`config.mk`:
```
export PLATFORM = sky130hd
export DESIGN_NAME = uop_queue_flat
export DESIGN_NICKNAME = d
export VERILOG_FILES = /design/src/rtl/uop_queue_pkg.sv /design/src/rtl/uop_queue_if.sv /design/src/rtl/uop_queue_rd_match.sv /design/src/rtl/uop_queue.sv /design/src/flat_wrapper.sv
export SDC_FILE = /design/constraint.sdc
export NUM_CORES = 1
export LEC_CHECK = 0
export ABC_AREA = 1
export ABC_CLOCK_PERIOD_IN_PS = 7200
export CAP_MARGIN = 25
export CORE_MARGIN = 4
export CORE_UTILIZATION = 35
export DETAILED_ROUTE_END_ITERATION = 8
export GPL_TIMING_DRIVEN = 0
export PLACE_DENSITY = 0.65
export SLEW_MARGIN = 20
export SYNTH_ARGS = -nofsm -noshare
export SYNTH_HDL_FRONTEND = slang
export SYNTH_SLANG_ARGS = --single-unit
```
`constraint.sdc`:
```
create_clock -name clk -period 7.2 [get_ports clk]
set_input_delay 1.08 -clock clk [delete_from_list [all_inputs] [get_ports clk]]
set_output_delay 1.08 -clock clk [all_outputs]
set_load 0.1 [all_outputs]
```
`src/rtl/uop_queue_pkg.sv`:
```
// UopQueueConsts: shared micro-op types (MicroCode, UopEntry, IntReg) and queue depth limits
package UopQueueConsts;
  localparam int REG_W = 5;
  localparam int DEPTH_MIN = 2;
  localparam int DEPTH_MAX = 16;
  localparam int DEPTH_DEF = 4;
  typedef logic [31:0] IntReg;
  typedef struct packed {
    logic alu_en;
    logic mul_en;
    logic lsu_en;
    logic br_en;
    logic rd_en;
    logic [REG_W-1:0] rd_addr;
    logic [REG_W-1:0] rs1_addr;
    logic [REG_W-1:0] rs2_addr;
    logic [3:0] alu_op;
  } MicroCode;
  typedef struct packed {
    MicroCode uop;
    IntReg pc;
  } UopEntry;
endpackage

```
`src/rtl/uop_queue_if.sv`:
```
// uop_queue_if: enq (valid/ready/uop/pc) and deq (valid/ready/uop/pc) handshakes; master = producer/consumer, slave = queue
interface uop_queue_if;
  import UopQueueConsts::*;
  logic enq_valid;
  logic enq_ready;
  MicroCode enq_uop;
  IntReg enq_pc;
  logic deq_valid;
  logic deq_ready;
  MicroCode deq_uop;
  IntReg deq_pc;
  modport master (output enq_valid, enq_uop, enq_pc, deq_ready, input enq_ready, deq_valid, deq_uop, deq_pc);
  modport slave (input enq_valid, enq_uop, enq_pc, deq_ready, output enq_ready, deq_valid, deq_uop, deq_pc);
endinterface

```
`src/rtl/uop_queue_rd_match.sv`:
```
// uop_queue_rd_match: busy=1 when chk_addr!=0 and any candidate entry's rd_addr equals chk_addr (cand = live && rd_en)
module uop_queue_rd_match
  import UopQueueConsts::*;
#(
  parameter int DEPTH = DEPTH_DEF
) (
  input  logic [DEPTH-1:0] cand,
  input  logic [REG_W-1:0] rd_addr [DEPTH],
  input  logic [REG_W-1:0] chk_addr,
  output logic             busy
);
  logic [DEPTH-1:0] hit;
  for (genvar i = 0; i < DEPTH; i++) begin : g_hit
    assign hit[i] = cand[i] && (rd_addr[i] == chk_addr);
  end
  assign busy = (chk_addr != '0) && (|hit);
endmodule

```
`src/rtl/uop_queue.sv`:
```
// uop_queue: circular micro-op queue; ports clk, rst, flush, q (slave handshakes), count, chk_addr -> chk_busy pending-write check
module uop_queue
  import UopQueueConsts::*;
#(
  parameter int DEPTH = DEPTH_DEF,
  parameter int CNT_W = $clog2(DEPTH + 1)
) (
  input  logic             clk,
  input  logic             rst,
  input  logic             flush,
  uop_queue_if.slave       q,
  output logic [CNT_W-1:0] count,
  input  logic [REG_W-1:0] chk_addr,
  output logic             chk_busy
);
  localparam int PW = $clog2(DEPTH);
  if (DEPTH < DEPTH_MIN || DEPTH > DEPTH_MAX || (DEPTH & (DEPTH - 1)) != 0) begin : g_bad_depth
    $error("uop_queue: DEPTH must be a power of two in 2..16");
  end
  UopEntry mem [DEPTH];
  logic [PW-1:0] rd_ptr, wr_ptr, off;
  logic [DEPTH-1:0] cand;
  logic [REG_W-1:0] rd_addr [DEPTH];
  logic enq, deq;
  assign q.enq_ready = count != CNT_W'(DEPTH);
  assign q.deq_valid = count != '0;
  assign enq = q.enq_valid && q.enq_ready && !flush;
  assign deq = q.deq_valid && q.deq_ready && !flush;
  assign q.deq_uop = q.deq_valid ? mem[rd_ptr].uop : '0;
  assign q.deq_pc = q.deq_valid ? mem[rd_ptr].pc : '0;
  always_ff @(posedge clk) begin
    if (rst || flush) begin
      rd_ptr <= '0;
      wr_ptr <= '0;
      count <= '0;
    end else begin
      rd_ptr <= rd_ptr + PW'(deq);
      wr_ptr <= wr_ptr + PW'(enq);
      count <= count + CNT_W'(enq) - CNT_W'(deq);
    end
  end
  always_ff @(posedge clk)
    if (enq) mem[wr_ptr] <= {q.enq_uop, q.enq_pc};
  // an entry is live when its distance from rd_ptr (mod DEPTH) is below count
  always_comb begin
    cand = '0;
    off = '0;
    for (int i = 0; i < DEPTH; i++) begin
      off = PW'(i) - rd_ptr;
      cand[i] = (CNT_W'(off) < count) && mem[i].uop.rd_en;
      rd_addr[i] = mem[i].uop.rd_addr;
    end
  end
  uop_queue_rd_match #(.DEPTH(DEPTH)) u_rd_match (
    .cand(cand),
    .rd_addr(rd_addr),
    .chk_addr(chk_addr),
    .busy(chk_busy)
  );
endmodule

```
`src/flat_wrapper.sv`:
```
// flat-port wrapper written by rule: the top's interface ports become plain ports
module uop_queue_flat import UopQueueConsts::*;
#(
  parameter int DEPTH = DEPTH_DEF,
  parameter int CNT_W = $clog2(DEPTH + 1)
)
  (clk, rst, flush, count, chk_addr, chk_busy, q_enq_valid, q_enq_uop, q_enq_pc, q_deq_ready, q_enq_ready, q_deq_valid, q_deq_uop, q_deq_pc);
  uop_queue_if q_i ();
  input  logic clk;
  input  logic rst;
  input  logic flush;
  output logic [CNT_W-1:0] count;
  input  logic [REG_W-1:0] chk_addr;
  output logic chk_busy;
  input wire logic [$bits(q_i.enq_valid)-1:0] q_enq_valid;
  input wire logic [$bits(q_i.enq_uop)-1:0] q_enq_uop;
  input wire logic [$bits(q_i.enq_pc)-1:0] q_enq_pc;
  input wire logic [$bits(q_i.deq_ready)-1:0] q_deq_ready;
  output wire logic [$bits(q_i.enq_ready)-1:0] q_enq_ready;
  output wire logic [$bits(q_i.deq_valid)-1:0] q_deq_valid;
  output wire logic [$bits(q_i.deq_uop)-1:0] q_deq_uop;
  output wire logic [$bits(q_i.deq_pc)-1:0] q_deq_pc;
  assign q_i.enq_valid = q_enq_valid;
  assign q_i.enq_uop = q_enq_uop;
  assign q_i.enq_pc = q_enq_pc;
  assign q_i.deq_ready = q_deq_ready;
  assign q_enq_ready = q_i.enq_ready;
  assign q_deq_valid = q_i.deq_valid;
  assign q_deq_uop = q_i.deq_uop;
  assign q_deq_pc = q_i.deq_pc;
  uop_queue #(.DEPTH(DEPTH), .CNT_W(CNT_W)) u_core (.clk(clk), .rst(rst), .flush(flush), .q(q_i), .count(count), .chk_addr(chk_addr), .chk_busy(chk_busy));
endmodule
```
==> results of run 1 <==
## layer usage
| metal | global-route usage, % | vias up |
|---|---|---|
| met4 | 4.094 | 2 |
| met2 | 27.69 | 214 |
| met1 | 22.28 | 3347 |
| met5 | 0 | - |
| li1 | - | 3108 |
| met3 | 2.863 | 34 |
## sequential cells by signal, summed over array words and instances, names as in the netlist
signal	count
u_core.mem	224
u_core.rd_ptr	2
u_core.wr_ptr	2
u_core.count	3
## worst min-delay path: cells and delay by family, from the launching register on
kind | cells | cell delay, ns
DFF | 1 | 0.36
xor gates and xnor gates | 1 | 0.16
and+or+nand+nor | 1 | 0.03
## kinds of logic (layout without fill, tap and decap cells)
kind of cell,count (synthesis),count (layout)
fa+ha+maj,7,7
flops,231,231
simple gates,313,313
buf+inv,95,295
compound gates,71,71
xor+xnor,7,7
## cell type report
type / instances / area [µm²]
fill: 2516 / 15100
inverter: 42 / 165.2
clock inverter: 13 / 157.7
multi-input combinational: 398 / 2507
sequential: 231 / 6867
buffer: 53 / 347.8
clock buffer: 30 / 644.4
timing repair buffer: 157 / 1520
tap: 378 / 473.0
## cells in the final DEF, fill, tap and decap left out, types with 7 or more instances in the layout
cell type / synthesis / final
sky130_fd_sc_hd__a41oi_1: 11 / 11
sky130_fd_sc_hd__a41oi_2: 40 / 40
sky130_fd_sc_hd__buf_2: 35 / 35
sky130_fd_sc_hd__buf_4: 8 / 32
sky130_fd_sc_hd__buf_6: 10 / 17
sky130_fd_sc_hd__clkbuf_16: 0 / 25
sky130_fd_sc_hd__clkdlybuf4s50_1: 0 / 126
sky130_fd_sc_hd__dfxtp_1: 7 / 7
sky130_fd_sc_hd__edfxtp_1: 224 / 224
sky130_fd_sc_hd__inv_1: 37 / 37
sky130_fd_sc_hd__nand2_1: 55 / 55
sky130_fd_sc_hd__nand3_1: 218 / 218
sky130_fd_sc_hd__nor2_1: 30 / 30
sky130_fd_sc_hd__o21ai_0: 7 / 7
sky130_fd_sc_hd__o22ai_1: 7 / 7
## synth_stat cells, drive strengths merged
library cell,n,area share [%]
dfxtp,7,1.4
nand3,219,11
inv,42,1.7
xor2,3,0.27
buf,53,3.5
xnor2,4,0.36
a21oi,4,0.20
o22ai,7,0.44
a21o,1,0.076
edfxtp,224,68
a22oi,1,0.076
ha,6,0.76
nor3,5,0.25
fa,1,0.20
a41oi,51,7.6
nor2,31,1.2
nand2,58,2.3
o21ai,7,0.36
## power by group through the flow
stage	Sequential [mW]	Clock [mW]	Combinational [mW]
floorplan	1.54	0	0.184
global placement	1.54	0	0.292
detailed placement	1.53	0	0.301
CTS	1.50	1.28	0.302
global route	1.50	1.33	0.314
finish	1.50	1.25	0.300
## worst paths after layout
check / end / start / slack [ns]
max: chk_busy / chk_addr[0] / 2.56
min: u_core.wr_ptr[1] / u_core.wr_ptr[1] / 0.59
max reg2reg: u_core.mem[0][21] / u_core.count[1] / 4.18
min reg2reg: u_core.wr_ptr[1] / u_core.wr_ptr[1] / 0.59
## metrics by stage
stage	total power, mW	util (%)	worst slack, ns	instance area [µm²]
after global routing	3.151	45.65	2.411	12680
final	3.049	45.65	2.556	12680
after detailed placement	1.832	42.76	2.596	11880
after CTS	3.080	45.65	2.566	12680
after global placement	1.827	41.76	-2.559	11600
after floorplan	1.720	-	0.3639	9867
==> results.md, run 1 <==
- The run finished with clean final reports.
- The number of antenna diodes in the final layout is 0.
- STA classifies the critical path startpoint as a primary input.
- The compound-cell area share of the yosys netlist is 8.724%.
- Counting cells, the worst reg-to-reg path comes to 11.
- After the first detailed-routing iteration, the DRC count stood at 412.
- Cell internal power was estimated by the tool at 2.360 mW.
- The clock input transition at the sequential cells of the worst setup and hold paths is 0.06 ns.
- Counting every sink on the clock net gives 231.
- The worst-case clock skew is 0.006998 ns.
- Using the TritonRoute via totals, the vias-per-cell ratio works out to 5.150.
- The final wirelength is 26070 µm.
- The average wire per standard cell is 20.02 µm.
- The initial core utilization is 35.52%.
- The combined global-route utilization of all metal layers is 16.45%.
- After synthesis the cells add up to 9867 µm².
- The distinct cell type count after synthesis is 27.
- From synthesis to final layout, the design area changed by 28.53%.
- The number of warnings printed during yosys synthesis is 0.
- The hold violation total from the final report came to 0.
- The total buffers and inverters traversed by the critical path is 3.
- The number of antenna violations at the first check in global routing is 1.
- The worst hold path belongs to the class reg2reg.
- The master cell of the clock root buffer is sky130_fd_sc_hd__clkbuf_16.
- The required time reported for the critical path endpoint is 6.12 ns.
- In this run the horizontal extent of the chip is 175.9 µm.
- The ratio of cells with drive above 1 in the final layout is 18.40%.
- The routed design uses 1597 µm of met3 wire.
- The portion of the clock cycle consumed by the worst path in the final layout is 64.50%.
- The total of hold buffers inserted after clock tree synthesis is 0.
- Combinational logic is responsible for 9.8% of the overall power.
- The worst hold path depth is 2.
- The placeable core region is 27780 µm².
- Sequential cells were found to cover 69.59% of the synthesized design area.
- Once detail routing completed, the nets flagged for antenna violations numbered 0.
- The total overflow left after global routing is 0.
- Dividing total power by cell area gives a power density of 240.4 nW/µm².
- The maximum resistive drop on vdd is 0.1209 mV.
- The HPWL reported at the end of detailed placement is 18060 µm.
- The H-tree depth is 1.
- The placed instance count is 1259.
- The register share of total power is 49.3%.
- The highest layer touched by signal routing is met5.
- The synthesized netlist devotes 14.90% of its cell area to simple gates.
- The number of setup buffers added after CTS is 0.
- The clock network accounts for 40.9% of the total power.
- TritonCTS built the clock tree.
- Among cell families on the critical path, the largest total delay comes from buffers and inverters.
- The longest clock path from root to sink contains 3 buffers.
- The post-synthesis share of cell area spent on full adders, half adders and majority gates is 0.9637%.
- Data on the critical path arrives at its endpoint at 3.56 ns.
- Setup repair after global routing left no endpoint under its margin.
- In this run the static leakage power is 4.196 nW.
- The switching power total is 0.6894 mW.
- Row generation in the floorplan step produced 61 rows.
- Timing would allow up to 215.3 MHz.
- The biggest fanout along the worst timing path is 5.
- The fraction of power spent switching nets is 22.61%.
- On the worst path, the slowest cell contributes a delay of 1.15 ns.
- The count of boundary I/O pins is 128.
- The post-route setup TNS is 0 ns.
- By area, the combinational part of the netlist is dominated by simple AND/OR/NAND/NOR gates.
- For this block, wires on met1 add up to 11260 µm.
- Counting every net in the synthesized netlist gives 797.
- The met2 wire length is 12760 µm.
- The number of buffers added by the clock tree synthesis step is 24.
- For this run, design rule violations remaining after detail routing come to 0.
- The parity-gate share of the synthesized area counting xor and xnor cells is 0.6214%.
- The portion of synthesized area spent on multiplexers is 0%.
- The number of stages on the worst setup path is 10.
- In this run, synthesis produced a sequential element count of 231.
- The category of the most critical setup path is in2out.
- The slowest stage cell on the critical path is sky130_fd_sc_hd__clkdlybuf4s50_1.
- Max-cap violations in this run came to 0.
- The final route contains 6705 vias.
- Final hold analysis gives a worst-case slack of 0.5941 ns.
- In the synthesized netlist, the number of instances is 724.
- The total die area is 30940 µm².
- The first global-routing pass estimated 39710 µm of wire.
- The worst setup path is captured at an output pin.
- The largest net degree at the start of global routing is 14.
- The pre-antenna-repair detailed-routing pass consisted of 5 iterations.
- The die is 175.9 µm tall.
- The number of failing setup endpoints in the final timing report is 0.
- A synthesized cell averages 13.63 µm².
- The total count of max-transition violations in the final report came to 0.
- The final period demand of the worst path is 4.644 ns.
- The source-to-sink clock delay at the later pin of the worst-skew pair is 0.50 ns.
- The slew of the pin with the lowest slew margin is 1.053 ns.
- The signal on the critical path passes through clkdlybuf4s50_1 -> inv_1 -> nand2_1 -> nand3_1 -> nor2_1 -> nand2_1 -> nand2_1 -> nor2_1 -> nor2_1 -> clkdlybuf4s50_1.
- The headroom to the max-slew limit is 29.61%.
- Routability-driven placement finished with a final weighted congestion of 0.8446.
- The count of instances resized after the clock tree is built is 0.
- The final standard cell count with taps included and fillers excluded is 1302.
- The total number of nets in the final design is 980.
- Port buffering added 126 buffers.
- The number of global-route vias before repair is 6933.
No activity file was read; power rests on OpenSTA's default activity.
==> inputs of run 2 (changes only) <==
--- a/config.mk
+++ b/config.mk
@@ -6,13 +6,13 @@
 export NUM_CORES = 1
 export LEC_CHECK = 0
 export ABC_AREA = 1
-export ABC_CLOCK_PERIOD_IN_PS = 7200
+export ABC_CLOCK_PERIOD_IN_PS = 4000
 export CAP_MARGIN = 25
 export CORE_MARGIN = 4
 export CORE_UTILIZATION = 35
 export DETAILED_ROUTE_END_ITERATION = 8
 export GPL_TIMING_DRIVEN = 0
-export PLACE_DENSITY = 0.65
+export PLACE_DENSITY = 0.67
 export SLEW_MARGIN = 20
 export SYNTH_ARGS = -nofsm -noshare
 export SYNTH_HDL_FRONTEND = slang
==> constraint.sdc (replaced) <==
create_clock -name clk -period 4 [get_ports clk]
set_input_delay 0.6 -clock clk [delete_from_list [all_inputs] [get_ports clk]]
set_output_delay 0.6 -clock clk [all_outputs]
set_load 0.1 [all_outputs]
==> run 2 against run 1 <==
  * Wire length up 1.2%
  * Global-route usage up 0.16 points
  * Final area up 0.78%
  * Total power up 81%
  * Critical path type is now reg2out
  * Die area unchanged
  * Core utilization up 0.36 points
  * Via count up 0.70%
==> results.md, run 2 (synthesized netlist as in run 1, its figures left out) <==
- The run finished with clean final reports.
- The power per cell area is 432.9 nW/µm² (+80%).
- The count of unresolved DRC violations after routing was 0 (unchanged).
- The placeable core region came to 27780 µm² (unchanged).
- The count of input and output buffers is 126 (unchanged).
- The worst-case clock skew came to 0.01774 ns (+0.01074 ns).
- The number of vias per cell after detailed routing is 5.226 (+1.5%).
- The biggest fanout along the worst timing path is 10 (+5).
- The vertical die dimension is 175.9 µm (unchanged).
- The leakage power summed over all cells is 4.189 nW (-0.18%).
- The clock input transition at the sequential cells of the worst setup and hold paths is 0.06 ns (about the same).
- The final standard cell count with taps included and fillers excluded is 1292 (-0.77%).
- From synthesis to final layout, the design area changed by 29.53%.
- The number of failing setup endpoints in the final timing report came to 0 (unchanged).
- The final wirelength is 26390 µm (+1.2%).
- The number of buffers added by the clock tree synthesis step came to 25 (+4.2%).
- The worst stage delay on the critical path is 0.86 ns (-0.29 ns).
- The source-to-sink clock delay at the later pin of the worst-skew pair is 0.53 ns (+0.03 ns).
- The leading cell type in the layout, fill and taps excluded is sky130_fd_sc_hd__edfxtp_1.
- The largest registers in the layout are u_core.mem (224), u_core.count (3).
- The final weighted congestion in routability-driven placement is 0.8646 (+2.4%).
- In the layout the commonest cells are sky130_fd_sc_hd__edfxtp_1 (224), sky130_fd_sc_hd__nand3_1 (218), sky130_fd_sc_hd__clkdlybuf4s50_1 (125).
- The total buffers and inverters traversed by the critical path is 5 (+2).
- The number of fill cells in the layout is 2499 (-0.68%).
- TritonCTS built the clock tree.
- The number of nets with antenna violations after routing is 0 (unchanged).
- The master cell of the clock root buffer is sky130_fd_sc_hd__clkbuf_16.
- The max capacitance violation total came to 0 (unchanged).
- The number of global-route vias before repair is 6936 (+0.043%).
- The number of antenna violations at the first check in global routing is 1 (unchanged).
- The maximum clock rate is 263.6 MHz.
- The count of boundary I/O pins is 128 (unchanged).
- The combined global-route utilization of all metal layers came to 16.60% (+0.16 points).
- The number of standard-cell rows in the floorplan is 61 (unchanged).
- Ranked by flip-flop count, first place goes to u_core.mem.
- The critical path goes through buf_4 -> inv_4 -> buf_6 -> nand2_2 -> nand2_1 -> ha_1 -> inv_1 -> nor2_1 -> a22oi_1 -> nand3_1 -> nand2_1 -> nor2_1 -> nor2_1 -> dlygate4sd2_1.
- The placed instance count is 1247 (-0.95%).
- The HPWL reported at the end of detailed placement is 17590 µm (-2.6%).
- The tightest min-delay check is of the reg2reg type.
- The data arrival time of the critical path came to 3.19 ns (-0.37 ns).
- The die outline width is 175.9 µm (unchanged).
- The post-route setup TNS is 0 ns (unchanged).
- The type of destination of the critical path is an output pin.
- The first-pass detailed-route iteration total is 5 (unchanged).
- The required time reported for the critical path endpoint is 3.40 ns (-2.72 ns).
- The slew of the pin with the lowest slew margin came to 1.050 ns (-0.002958 ns).
- The violation count after the first detailed-route iteration was 564 (+37%).
- The most numerous cell type found on the critical path is sky130_fd_sc_hd__nor2_1.
- The total die area is 30940 µm² (unchanged).
- The number of antenna diodes is 0 (unchanged).
- The global-route wire length before repair was 39990 µm (+0.70%).
- The ratio of cells with drive above 1 in the final layout was 18.93% (+0.53 points).
- The cell type group with the largest total delay on the critical path is buffers and inverters.
- The final worst hold slack is 0.6222 ns (+0.02805 ns).
- The maximum clock insertion buffer count is 3 (unchanged).
- The category of the most critical setup path is reg2out.
- The overall via count from detail_route is 6752 (+0.70%).
- The slowest stage cell on the critical path is sky130_fd_sc_hd__dlygate4sd2_1.
- The final period demand of the worst path is 3.793 ns.
- The total count of max-transition violations in the final report was 0 (unchanged).
- The total number of nets in the final design is 969 (-1.1%).
- The hold violation total from the final report was 0 (unchanged).
- The H-tree depth is 1 (unchanged).
- The overflow left after global routing is 0 (unchanged).
- The headroom to the max-slew limit came to 29.81% (+0.20 points).
- The average wire per standard cell was 20.42 µm (+2.0%).
- The overall power after layout came to 5.533 mW (+81%).
- Setup repair after global routing left no endpoint under its margin.
- The worst setup path is launched from a flop.
- The number of sinks on the clock net is 231 (unchanged).
- After layout, the worst path uses 94.82% of the clock period.
- The flip-flop count of the largest register after layout is 224 (unchanged).
- The largest net degree at the start of global routing is 15 (+1).
- The initial core utilization is 35.52% (unchanged).
- The post-route core utilization is 46.01% (+0.36 points).
- The maximum resistive drop on vdd is 0.3646 mV (+200%).
[run 2: final timing paths]
path,from,to,slack (ns),cells past startpoint
setup / recovery,u_core.rd_ptr[1],chk_busy,0.21,14
hold / removal,u_core.count[1],u_core.count[1],0.62,2
setup reg to reg,u_core.count[1],u_core.mem[0][21],1.44,9
hold reg to reg,u_core.count[1],u_core.count[1],0.62,2
[run 2: where the power goes]
part / switching, mW / internal, mW
Sequential: 0.0111 / 2.69
Clock: 0.936 / 1.35
Combinational: 0.377 / 0.167
Total: 1.32 / 4.21
[run 2: metrics by stage]
step	worst slack, ns	cell area [µm²]
finish	0.2070	12780
CTS	0.1395	12780
global route	0.01397	12780
detailed placement	0.3311	11970
floorplan	-0.04368	9963
global placement	-0.4871	11700
[run 2: layout make-up]
cell class	instances	area, µm²	share of cell area [%]
buffer	53	347.8	2.721
clock inverter	16	173.9	1.361
inverter	42	168.9	1.322
timing repair buffer	145	1530	11.97
tap	378	473.0	3.700
clock buffer	29	640.6	5.012
multi-input combinational	398	2577	20.17
sequential	231	6869	53.74
[run 2: tightest hold or removal path, delay by kind of cell (launching register included)]
| kind | cells | cell delay, ns |
|---|---|---|
| simple gates | 1 | 0.04 |
| flops | 1 | 0.37 |
| fa+ha+maj | 1 | 0.17 |
[run 2: timing repair]
action / in CTS / in global routing
setup buffers: 0 / 0
setup endpoints to repair: 1 / 0
hold buffers: 0 / 0
endpoints found under the hold margin: 0 / 0
gates resized for setup: 1 / 0
[run 2: metal layers]
metal	GRT usage [%]	part of all wire, %	vias up
li1	-	-	3094
met1	22.22	42	3371
met2	28.38	50	246
met3	2.690	6.1	39
met4	4.191	1.9	2
met5	0	0.049	-
==> inputs of run 3 (changes only) <==
--- a/config.mk
+++ b/config.mk
@@ -8,8 +8,9 @@
 export ABC_AREA = 1
 export ABC_CLOCK_PERIOD_IN_PS = 4000
 export CAP_MARGIN = 25
-export CORE_MARGIN = 4
+export CORE_MARGIN = 1.5
 export CORE_UTILIZATION = 35
+export CTS_CLUSTER_DIAMETER = 60
 export DETAILED_ROUTE_END_ITERATION = 8
 export GPL_TIMING_DRIVEN = 0
 export PLACE_DENSITY = 0.67
==> run 3 against run 2 <==
  * Via count down 0.78%
  * Critical endpoint unchanged
  * Wire length is 1.4% lower
  * Die area is 5.6% lower
  * Core utilization increased by 0.12 points
  * Sequential share of layout area shrank 0.14 points
  * Total power down 1.5%
  * Highest routed layer is now met4
==> results.md, run 3 (synthesized netlist as in run 1, its figures left out) <==
- The flow ran to the end, and the final reports show no timing, DRC or antenna violations.
- The final period demand of the worst path is 3.824 ns (+0.03139 ns).
- The number of sinks on the clock net is 231 (unchanged).
- The final weighted congestion in routability-driven placement came to 0.8680 (+0.39%).
- The maximum resistive drop on vdd was 0.3471 mV (-4.8%).
- The die outline width is 170.9 µm (-2.8%).
- The overall power after layout came to 5.448 mW (-1.5%).
- The global-route wire length before repair is 38530 µm (-3.6%).
- The ratio of cells with drive above 1 in the final layout was 18.93% (unchanged).
- The required time reported for the critical path endpoint is 3.40 ns (about the same).
- The average wire per standard cell was 20.10 µm (-1.6%).
- The post-route setup TNS is 0 ns (unchanged).
- The number of buffers inserted to repair setup after CTS is 0 (unchanged).
- The count of instances resized after the clock tree is built came to 1 (unchanged).
- The total of hold buffers inserted after clock tree synthesis came to 0 (unchanged).
- The combined global-route utilization of all metal layers is 17.66% (+1.1 points).
- The placed instance count was 1248 (+0.080%).
- The largest registers in the layout are u_core.mem (224), u_core.count (3).
- The worst-case clock skew is 0.02227 ns (+0.004529 ns).
- Setup repair after global routing left no endpoint under its margin.
- The flip-flop count of the largest register after layout is 224 (unchanged).
- The number of standard-cell rows in the floorplan came to 61 (unchanged).
- The headroom to the max-slew limit is 30.63% (+0.82 points).
- The number of vias per cell after detailed routing is 5.177 (-0.94%).
- The type of the most critical hold path is reg2reg.
- The slew of the pin with the lowest slew margin is 1.037 ns (-0.01227 ns).
- Clock tree synthesis selected as its root buffer the cell sky130_fd_sc_hd__clkbuf_16.
- The vertical die dimension is 170.9 µm (-2.8%).
- The overflow left after global routing is 0 (unchanged).
- The first-pass detailed-route iteration total came to 5 (unchanged).
- The H-tree depth is 1 (unchanged).
- The worst setup slack for register-to-register paths is 1.58 ns (+0.14 ns).
- The initial core utilization was 35.52% (unchanged).
- The source-to-sink clock delay at the later pin of the worst-skew pair came to 0.53 ns (about the same).
- The portion of the clock cycle consumed by the worst path in the final layout is 95.61% (+0.78 points).
- The clock input transition at the sequential cells of the worst setup and hold paths is 0.06 ns (about the same).
- The number of antenna violations at the first check in global routing is 2 (+1).
- The power per cell area is 425.1 nW/µm² (-1.8%).
- The maximum clock insertion buffer count is 3 (unchanged).
- The number of buffers added by the clock tree synthesis step is 26 (+4.0%).
- In the layout the commonest cells are sky130_fd_sc_hd__edfxtp_1 (224), sky130_fd_sc_hd__nand3_1 (218), sky130_fd_sc_hd__clkdlybuf4s50_1 (125).
- The total count of max-transition violations in the final report is 0 (unchanged).
- The register with the most flip-flops in the final layout is u_core.mem.
- The post-route core utilization is 46.13% (+0.12 points).
- The number of nets with antenna violations after routing was 0 (unchanged).
- The final wirelength came to 26010 µm (-1.4%).
- The total number of nets in the final design was 971 (+0.21%).
- The library cell used most frequently in the layout, excluding fill and tap cells, is sky130_fd_sc_hd__edfxtp_1.
- The leakage power summed over all cells is 4.175 nW (-0.33%).
- The number of failing setup endpoints in the final timing report is 0 (unchanged).
- The violation count after the first detailed-route iteration came to 504 (-11%).
- The maximum clock rate came to 261.5 MHz (-0.82%).
- STA classifies the critical path startpoint as a flop.
- The total die area was 29210 µm² (-5.6%).
- The max capacitance violation total is 0 (unchanged).
- The count of input and output buffers is 126 (unchanged).
- The number of global-route vias before repair is 6743 (-2.8%).
- STA classifies the critical path endpoint as an output pin.
- The hold violation total from the final report is 0 (unchanged).
- The final standard cell count with taps included and fillers excluded was 1294 (+0.15%).
- The TritonCTS clock tree is built.
- The count of unresolved DRC violations after routing was 0 (unchanged).
- The largest net degree at the start of global routing is 15 (unchanged).
- The HPWL reported at the end of detailed placement is 17370 µm (-1.2%).
- The layout overhead on the synthesized area is 29.88%.
- The data arrival time of the critical path is 3.22 ns (+0.03 ns).
- The count of boundary I/O pins is 128 (unchanged).
- The overall via count from detail_route came to 6699 (-0.78%).
- The biggest fanout along the worst timing path was 10 (unchanged).
- The category of the most critical setup path is reg2out.
- The final worst hold slack was 0.6029 ns (-0.01926 ns).
- The placeable core region is 27780 µm² (unchanged).
run 3: cell count changes in the layout (fill, tap and decap cells not counted), moves of 2 or more:
cell                         before  now
sky130_fd_sc_hd__clkinvlp_4       1    4
sky130_fd_sc_hd__buf_16           0    2
sky130_fd_sc_hd__clkinv_8         0    2
sky130_fd_sc_hd__diode_2          0    2
sky130_fd_sc_hd__bufinv_16        3    1
sky130_fd_sc_hd__clkinv_2         7    2
run 3: report_power, final:
| part | switching [mW] | internal, mW |
|---|---|---|
| Sequential | 0.0110 | 2.69 |
| Clock | 0.935 | 1.26 |
| Combinational | 0.379 | 0.167 |
run 3: cell type report:
cell class / instances / area, µm²
clock inverter: 14 / 132.6
antenna: 2 / 5.005
timing repair buffer: 146 / 1575
tap: 378 / 473.0
inverter: 42 / 168.9
fill: 2483 / 14970
multi-input combinational: 398 / 2577
sequential: 231 / 6869
buffer: 53 / 347.8
clock buffer: 30 / 665.6
run 3: critical path, cell delays in order, from the launching register on:
cell and delay, ns:
sky130_fd_sc_hd__dfxtp_1 0.34, sky130_fd_sc_hd__buf_4 0.21, sky130_fd_sc_hd__inv_4 0.08, sky130_fd_sc_hd__buf_6 0.16, sky130_fd_sc_hd__nand2_2 0.12, sky130_fd_sc_hd__nand2_1 0.09
sky130_fd_sc_hd__ha_1 0.28, sky130_fd_sc_hd__inv_1 0.06, sky130_fd_sc_hd__nor2_1 0.03, sky130_fd_sc_hd__a22oi_1 0.18, sky130_fd_sc_hd__nand3_1 0.10, sky130_fd_sc_hd__nand2_1 0.06
sky130_fd_sc_hd__nor2_1 0.05, sky130_fd_sc_hd__nor2_1 0.10, sky130_fd_sc_hd__clkdlybuf4s15_1 0.83
run 3: metal layers:
| layer | track usage, % | up-vias | share of wire, % |
|---|---|---|---|
| li1 | - | 3105 | - |
| met1 | 23.26 | 3321 | 42 |
| met2 | 29.76 | 230 | 50 |
| met3 | 2.961 | 43 | 5.8 |
| met4 | 5.645 | 0 | 1.9 |
| met5 | 0 | - | 0 |
run 3: path summary, 6_finish.rpt:
check | from | to | depth (start not counted)
max | u_core.rd_ptr[1] | chk_busy | 14
min | u_core.count[1] | u_core.count[2] | 3
max reg2reg | u_core.count[1] | u_core.mem[0][17] | 9
min reg2reg | u_core.count[1] | u_core.count[2] | 3
run 3: through the flow:
stage               setup WS, ns  instance area (µm²)
finish                    0.1756                12810
global route             0.01459                12810
CTS                       0.1284                12810
detailed placement        0.3159                12010
global placement         -0.5386                11700
floorplan               -0.04368                 9963
